File: config.mk
export PLATFORM = sky130hd
export DESIGN_NAME = proc_fetch
export DESIGN_NICKNAME = d
export VERILOG_FILES = /design/src/rtl/proc_pkg.sv /design/src/rtl/fetch_queue.sv /design/src/rtl/proc_fetch.sv
export SDC_FILE = /design/constraint.sdc
export NUM_CORES = 1
export LEC_CHECK = 0
export CAP_MARGIN = 15
export CORE_MARGIN = 3
export CORE_UTILIZATION = 45
export DETAILED_ROUTE_END_ITERATION = 6
export GPL_ROUTABILITY_DRIVEN = 0
export HOLD_SLACK_MARGIN = 0.02
export PLACE_DENSITY = 0.75
export SLEW_MARGIN = 40
export SYNTH_ARGS = -nofsm -noshare
export SYNTH_HDL_FRONTEND = slang
export SYNTH_SLANG_ARGS = --single-unit
File: constraint.sdc
create_clock -name clk -period 13.64 [get_ports clk]
set_clock_uncertainty 0.05 [all_clocks]
set_input_delay 1.364 -clock clk [delete_from_list [all_inputs] [get_ports clk]]
set_output_delay 1.364 -clock clk [all_outputs]
set_load 0.02 [all_outputs]
File: src/rtl/proc_pkg.sv
// Shared processor definitions: PC select codes,
// fetch buffering depth and the default reset PC.
package proc_pkg;

   localparam logic [1:0] PC_SEL_P4  = 2'd0;
   localparam logic [1:0] PC_SEL_BR  = 2'd1;
   localparam logic [1:0] PC_SEL_JAL = 2'd2;
   localparam logic [1:0] PC_SEL_JR  = 2'd3;

   localparam int FETCH_DEPTH = 3;

   localparam logic [31:0] RESET_PC_DEFAULT = 32'h0000_0200;

   typedef struct packed {
      logic [31:0] pc;
      logic [31:0] inst;
   } fetch_entry_t;

endpackage

File: src/rtl/fetch_queue.sv
// Small register FIFO with flush; head is read straight from storage.
// Ports: clk/rst, flush, enq/enq_data, deq, head, count.
module fetch_queue
   import proc_pkg::*;
#(
   parameter int W     = 32,
   parameter int DEPTH = FETCH_DEPTH,
   parameter int CW    = $clog2(DEPTH + 1)
) (
   input  logic          clk,
   input  logic          rst,
   input  logic          flush,
   input  logic          enq,
   input  logic [W-1:0]  enq_data,
   input  logic          deq,
   output logic [W-1:0]  head,
   output logic [CW-1:0] count
);

   localparam int AW = (DEPTH > 1) ? $clog2(DEPTH) : 1;

   logic [W-1:0]  mem [DEPTH];
   logic [AW-1:0] rd_ptr;
   logic [AW-1:0] wr_ptr;
   logic [CW-1:0] cnt;
   logic          do_enq;
   logic          do_deq;

   function automatic logic [AW-1:0] nxt(input logic [AW-1:0] p);
      return (p == AW'(DEPTH - 1)) ? '0 : p + AW'(1);
   endfunction

   // a full queue still accepts when its head leaves this cycle
   assign do_deq = deq & (cnt != '0);
   assign do_enq = enq & ((cnt != CW'(DEPTH)) | do_deq);

   always_ff @(posedge clk) begin
      if (rst || flush) begin
         rd_ptr <= '0;
         wr_ptr <= '0;
         cnt    <= '0;
      end else begin
         if (do_enq) wr_ptr <= nxt(wr_ptr);
         if (do_deq) rd_ptr <= nxt(rd_ptr);
         cnt <= cnt + CW'(do_enq) - CW'(do_deq);
      end
   end

   always_ff @(posedge clk) begin
      if (do_enq) mem[wr_ptr] <= enq_data;
   end

   assign head  = mem[rd_ptr];
   assign count = cnt;

endmodule

File: src/rtl/proc_fetch.sv
// Instruction fetch: credit-limited requests, PC tracking, redirect drop.
// Ports: clk/rst, pc select+targets, imemreq/imemresp, inst/pc to decode.
module proc_fetch
   import proc_pkg::*;
#(
   parameter logic [31:0] RESET_PC = RESET_PC_DEFAULT
) (
   input  logic        clk,
   input  logic        rst,
   input  logic [1:0]  c2d_pc_sel_F,
   input  logic [31:0] br_targ_X,
   input  logic [31:0] jal_targ_D,
   input  logic [31:0] jr_targ_D,
   output logic        imemreq_val,
   input  logic        imemreq_rdy,
   output logic [31:0] imemreq_addr,
   input  logic        imemresp_val,
   input  logic [31:0] imemresp_data,
   output logic        inst_val_D,
   input  logic        inst_rdy_D,
   output logic [31:0] inst_D,
   output logic [31:0] pc_D
);

   localparam int CW = $clog2(FETCH_DEPTH + 1);

   logic [31:0]  pc_F;
   logic [1:0]   inflight;
   logic [1:0]   drop_cnt;
   logic [31:0]  targ;
   logic         redirect;
   logic         fire;
   logic         resp;
   logic         keep;
   logic         deq;
   logic         credit;
   logic [CW-1:0] pcq_cnt;
   logic [CW-1:0] ibuf_cnt;
   logic [31:0]   pcq_head;
   fetch_entry_t  ibuf_head;
   fetch_entry_t  ibuf_in;

   assign redirect = (c2d_pc_sel_F != PC_SEL_P4);

   always_comb begin
      targ = pc_F;
      unique case (1'b1)
         (c2d_pc_sel_F == PC_SEL_BR):  targ = br_targ_X;
         (c2d_pc_sel_F == PC_SEL_JAL): targ = jal_targ_D;
         (c2d_pc_sel_F == PC_SEL_JR):  targ = jr_targ_D;
         default:                      targ = pc_F;
      endcase
   end

   // outstanding plus buffered may never exceed the buffer depth
   assign credit = (3'(inflight) + 3'(ibuf_cnt)) < 3'(FETCH_DEPTH);

   assign imemreq_val  = ~rst & ~redirect & credit;
   assign imemreq_addr = pc_F;
   assign fire         = imemreq_val & imemreq_rdy;
   assign resp         = imemresp_val & ~rst;

   // pcq_cnt guard is redundant in normal operation
   assign keep = resp & ~redirect & (drop_cnt == 2'd0)
               & (pcq_cnt != '0);

   assign inst_val_D = ~rst & (ibuf_cnt != '0);
   assign deq        = inst_val_D & inst_rdy_D;
   assign inst_D     = inst_val_D ? ibuf_head.inst : '0;
   assign pc_D       = inst_val_D ? ibuf_head.pc : '0;

   assign ibuf_in.pc   = pcq_head;
   assign ibuf_in.inst = imemresp_data;

   always_ff @(posedge clk) begin
      if (rst) begin
         pc_F     <= RESET_PC;
         inflight <= '0;
         drop_cnt <= '0;
      end else begin
         inflight <= inflight + 2'(fire) - 2'(resp);
         if (redirect) begin
            pc_F <= targ;
            // a response arriving now is dropped but not counted
            drop_cnt <= inflight - 2'(resp);
         end else begin
            if (fire) pc_F <= pc_F + 32'd4;
            if (resp && drop_cnt != 2'd0) drop_cnt <= drop_cnt - 2'd1;
         end
      end
   end

   fetch_queue #(.W(32), .DEPTH(FETCH_DEPTH)) u_pcq (
      .clk      (clk),
      .rst      (rst),
      .flush    (redirect),
      .enq      (fire),
      .enq_data (pc_F),
      .deq      (keep),
      .head     (pcq_head),
      .count    (pcq_cnt)
   );

   fetch_queue #(.W(64), .DEPTH(FETCH_DEPTH)) u_ibuf (
      .clk      (clk),
      .rst      (rst),
      .flush    (redirect),
      .enq      (keep),
      .enq_data (ibuf_in),
      .deq      (deq),
      .head     (ibuf_head),
      .count    (ibuf_cnt)
   );

endmodule

# Word-level counts from Yosys, hierarchy flattened
# Memories as Yosys holds them, arrays and structs flattened. A register that Yosys moved wholly into a read port is not among the register bits.
# Index checks and enable logic that the tools add are counted.
# word_totals
regBits	48
ramBits	288
input_bits	135
out_inout_bits	98
wordCells	82
n_memories	2
# op_classes
addsub	14
magnitude_cmp	1
n_eq_ne	10
muxes	19
bitwise	17
reduce_logical	10
# memory_table
name	words	width	read_ports	rd_ports_with_merged_regs	wr	line	rtl
u_ibuf.mem	3	64	1	1	1	fetch_queue.sv:22	logic [W-1:0] mem [DEPTH];
u_pcq.mem	3	32	1	1	1	fetch_queue.sv:22	
# ops
operator	count
$mux W32	4
$pmux W32 S3	1
$add A32 B3 Y32 const B	1
$mux W2	10
$and A1 B1 Y1	13
$eq A2 B2 Y1 const B	6
$reduce_bool A2 Y1	6
$add A2 B1 Y2 const B	4
$sub A2 B1 Y2	4
$add A2 B1 Y2	3
$mux W1	4
$ne A2 B2 Y1 const B	2
$ne A4 B1 Y1 const B	1
$add A2 B2 Y3	1
$lt A3 B2 Y1 const B	1
$eq A2 B1 Y1 const B	1
$logic_not A2 Y1	1
$not A1 Y1	2
$or A1 B1 Y1	2
$reduce_and A2 Y1	1
$sub A2 B1 Y2 const B	1
$logic_and A1 B1 Y1	1
$logic_or A1 B1 Y1	1

# Longest topological paths before layout
# logic_depth
word_depth	10
mapped_depth	11
mapped_depth_nobuf	11

# Cells and area by module
# Synthesis repeated with hierarchy kept, for this count alone.
# unflattened
cells_unflattened	1093
area_unflattened_um2	14622.8
# modules_own_cells
mod	n_inst	cells_each	area_per_inst_um2	seq_area_each_um2
fetch_queue at u_ibuf	1	442	7448.4	5925.7
fetch_queue at u_pcq	1	240	3901.2	3042.9
proc_fetch	1	411	3273.1	720.7

# Worst setup path before layout
# Ideal clock, no wire load.
# synth_path
path_kind	input-to-reg
start	input rst
end	memory u_ibuf.mem[1][0] (enable)
setup_time_ps	580
arrival_time_ps	6867
t_required_ps	13010
slack_ps	6143
stages	5
n_path_buf	0
cell_sequence	nand2b_1 inv_1 o2111ai_1 a31o_2 nor3b_1
# synth_between
elab_chain_cells	8
word_cells_on_any_way	12
cone_classes	mux (2); bitwise (10)
# synth_rtl
item	line	rtl
start, declared	proc_fetch.sv:9	input logic rst,
$not A1 Y1 *	proc_fetch.sv:61, proc_fetch.sv:67	
$and A1 B1 Y1, on equally long branches	proc_fetch.sv:61, proc_fetch.sv:67	
$and A1 B1 Y1, on equally long branches	proc_fetch.sv:64, proc_fetch.sv:68	
$and A1 B1 Y1, on equally long branches	proc_fetch.sv:64, fetch_queue.sv:34	
$and A1 B1 Y1 / $or A1 B1 Y1 (equally long branches)	proc_fetch.sv:65, fetch_queue.sv:35	
$and A1 B1 Y1 *	fetch_queue.sv:35	assign do_enq = enq & ((cnt != CW'(DEPTH)) | do_deq);
$mux W1 *	fetch_queue.sv:50	if (do_enq) mem[wr_ptr] <= enq_data;
$mux W1 (not written as such) *	fetch_queue.sv:50	
end, declared	fetch_queue.sv:22	
# Mark *: on every way between the ends. The rest lies on a longest branch, timed or not.

# Worst setup path in the final report
# layout_path
start	input rst
end	output pc_D[27]
# layout_between
elab_chain_cells	3
# layout_rtl
item	line	rtl
$not A1 Y1	proc_fetch.sv:67	assign inst_val_D = ~rst & (ibuf_cnt != '0);
$and A1 B1 Y1	proc_fetch.sv:67	
$mux W32	proc_fetch.sv:70	assign pc_D = inst_val_D ? ibuf_head.pc : '0;
end, declared	proc_fetch.sv:22	output logic [31:0] pc_D
# No other way between the ends.

==> results.ini <==
[run_status]
status = finished clean

[place]
pre_cts_ws_ns = 8.24
post-dp-hpwl_um = 20800
port_buffers = 232

[grt]
grt_overflow = 0
grt_use_total_pct = 18.8
grt_busiest_layer = met2
antenna_found_initial = 0
use_met3_pct = 3.83
gr-usage-met1_pct = 24.9
globalRouteMet2Util_pct = 31.8
grt_pass1_vias = 9262
grt_start_max_net_pins = 89
grt_pass1_wl_um = 50100

[critical_path]
ff2ff_path_depth = 7
cp_max_fo = 64
rr_startpoint = u_ibuf.count[0]
crit_end = pc_D[27]
cp_slowest_cell = clkdlybuf4s50_1
path_cells = clkdlybuf4s50_1, buf_4, inv_1, o21ai_4, buf_4, nor2_1, clkdlybuf4s50_1
arrival_ns = 3.96
cpLargestDelayFamily = buffers and inverters
endpoint_kind = output port
cp-start-kind = input pin
crit_required_ns = 12.23
worst-path-buf-inv = 5
path_depth = 7
worstSetupPathType = in -> out
r2r_end = u_pcq.mem[1][25]
slowest_delay_ns = 0.58
ff2ff_setup_slack_ns = 10.10
cp-startpoint = rst

[die]
chipWidth_um = 184
ioPinCount = 233
die_h_um = 184
coreArea_um2 = 31000
start_util_pct = 46.2
die_area_um2 = 34000
num_rows = 64

[synthesis]
synth-adder-area-share_pct = 1.01
synth_simple_gate_area_share_pct = 9.91
avgSynthCellArea_um2 = 13.0
ys_async_sr_fraction_pct = 0
ys.flop_type = edfxtp_1
yosys_warnings = 0
synth_top_family_by_area = simple AND/OR/NAND/NOR gates
syn_nets = 1243
synth-edff-count = 288
syn-instance-count = 1097
synth-seq-cells = 340
synth-compound-area-share_pct = 8.63
synthDistinctLibCells = 61
synth-xor-area-share_pct = 0.918
synth_mux_area_share_pct = 9.58
syn_area_um2 = 14300
synth-seq-area-share_pct = 67.7

[routing]
num_vias = 9515
drc = 0
firstDrtPassIters = 5
wl_per_cell_um = 18.6
ant_nets = 0
via_per_inst = 5.46
dr.first_iter.drc_count = 758
routed_wl_um = 32400

[cts]
post_cts_resized = 0
cts_inserted_buffers = 35
clock-sinks = 340
clkLatencyLatePin_ns = 0.51
cts_buffer_depth = 3
clk_pin_slew_ns = 0.06
cts.hold.buffers_added = 0
post-cts-setup-buffers = 0
cts_tree = built
cts-htree-levels = 2
root_buffer = clkbuf_16

[layout]
fin_nets = 1468
antenna_cells = 0
nFillCells = 2459
area_delta_synth_final_pct = 27.4
drive_gt1_share_pct = 8.02

[timing]
setup_viol = 0
fin_tns_setup_ns = 0
hold_violations = 0
rsz0062_at_grt = false
min_period_ns = 5.38
fmax_mhz = 186
drv_slew = 0
worst-slew-pin-transition_ns = 0.805
setup_ws_ns = 8.26
fin_crit_sh_pct = 39.4
max_slew_margin_pct = 46.3

[power_and_ir_drop]
finalPower_mw = 2.24
ir_drop_mv = 0.0762
p_leak_nw = 5.98
powerDensity_nw_per_um2 = 123

[worst_hold_path]
hold_class = reg -> reg

[job]
max-cap-violations = 0

==> stage by stage <==
stage          std cells  hold slack (ns)  utilization [%]  cell area [µm²]
2_1_floorplan       1097            0.410                -            14300
3_3_place_gp        1681            0.409             55.0            17000
3_5_place_dp        1681            0.430             55.1            17100
4_1_cts             1743            0.437             58.8            18200
5_1_grt             1743            0.478             58.8            18200
6_report            1743            0.437             58.8            18200
==> worst min-delay path by stage <==
stage | from | end | slack, ns | depth (start not counted)
floorplan | u_pcq.rd_ptr[0] | flip-flop | 0.41 | 2
global placement | u_ibuf.rd_ptr[0] | flip-flop | 0.41 | 2
detailed placement | u_ibuf.rd_ptr[0] | flip-flop | 0.43 | 2
CTS | u_ibuf.rd_ptr[0] | flip-flop | 0.44 | 2
global route | u_pcq.rd_ptr[0] | flip-flop | 0.48 | 2
finish | u_ibuf.rd_ptr[0] | flip-flop | 0.44 | 2
==> kinds of logic (layout without fill, tap and decap cells) <==
logic type	count (synthesis)	in the layout
multiplexers	130	130
XOR/XNOR	15	15
AND/OR/NAND/NOR	316	316
buffers and inverters	79	329
AO/OA/AOI/OAI	206	206
adder cells (fa/ha/maj)	11	11
flip-flops	340	340
==> sequential cells by signal (all words and copies together) (netlist names), named ones only <==
| register | cells |
|---|---|
| u_ibuf.mem | 192 |
| u_pcq.wr_ptr | 2 |
| inflight | 2 |
| imemreq_addr | 32 |
| u_pcq.count | 2 |
| u_pcq.mem | 96 |
| u_ibuf.wr_ptr | 2 |
| u_ibuf.rd_ptr | 2 |
| u_pcq.rd_ptr | 2 |
| drop_cnt | 2 |
| u_ibuf.count | 2 |
==> report_power, final <==
| group | switching [mW] | internal [mW] | total [mW] |
|---|---|---|---|
| clock network | 0.394 | 0.556 | 0.950 |
| registers | 0.0230 | 1.13 | 1.16 |
| logic | 0.0588 | 0.0711 | 0.130 |
| total | 0.475 | 1.76 | 2.24 |
==> cells in the mapped netlist, types with 5 or more instances <==
cell,number,area share (%)
a211oi_1,9,0.47
a21oi_1,95,3.3
a22oi_1,5,0.26
and2_1,12,0.52
and4_1,5,0.31
buf_1,11,0.29
buf_2,11,0.38
clkbuf_1,35,0.92
dfxtp_1,52,7.3
edfxtp_1,288,60
ha_1,10,0.87
inv_1,18,0.47
mux2_2,6,0.47
mux2i_1,119,8.3
mux4_2,5,0.79
nand2_1,61,1.6
nand3_1,17,0.59
nand4_1,15,0.66
nor2_1,159,4.2
nor3_1,17,0.59
nor4_1,6,0.26
o21ai_0,48,1.7
xnor2_1,9,0.55
xor2_1,6,0.37
==> area by class of cell <==
type / count / area [µm²] / share of cell area (%)
multi-input cells: 678 / 4340 / 23.8
clock inverters: 24 / 233 / 1.28
repair buffers: 248 / 2450 / 13.5
flip-flops and latches: 340 / 9700 / 53.2
clock buffers: 38 / 930 / 5.10
well taps: 396 / 495 / 2.72
inverters: 19 / 71.3 / 0.391
==> cells in the final DEF (no fill, tap or decap), drive strengths merged, types with 5 or more instances in the layout <==
master and instances:
nand3 17, dfxtp 52, xnor2 9, edfxtp 288, ha 10, nor3b 5, a22oi 5, a21oi 96
xor2 6, nand2 63, a211oi 9, mux2 6, clkinvlp 5, and2 13, clkbuf 38, inv 21
and4 6, nor3 17, nor2 159, mux2i 119, clkdlybuf4s50 231, mux4 5, clkinv 14, buf 17
nand4 15, o21ai 48, nor4 7
==> routing by layer <==
layer / vias to the layer above / part of all wire [%]
met4: 0 / 2.0
met3: 50 / 7.1
met1: 4546 / 43
met5: - / 0
li1: 4547 / -
met2: 372 / 48
==> worst register-to-register path: stages (launching register included) <==
cell and delay, ns:
dfxtp_1 0.43, ha_1 0.20, fa_1 0.43, a21oi_2 0.41
nand3_1 0.39, a31o_2 0.39, nor3b_2 0.39, buf_4 0.47
Power figures use the tool's default switching activity.
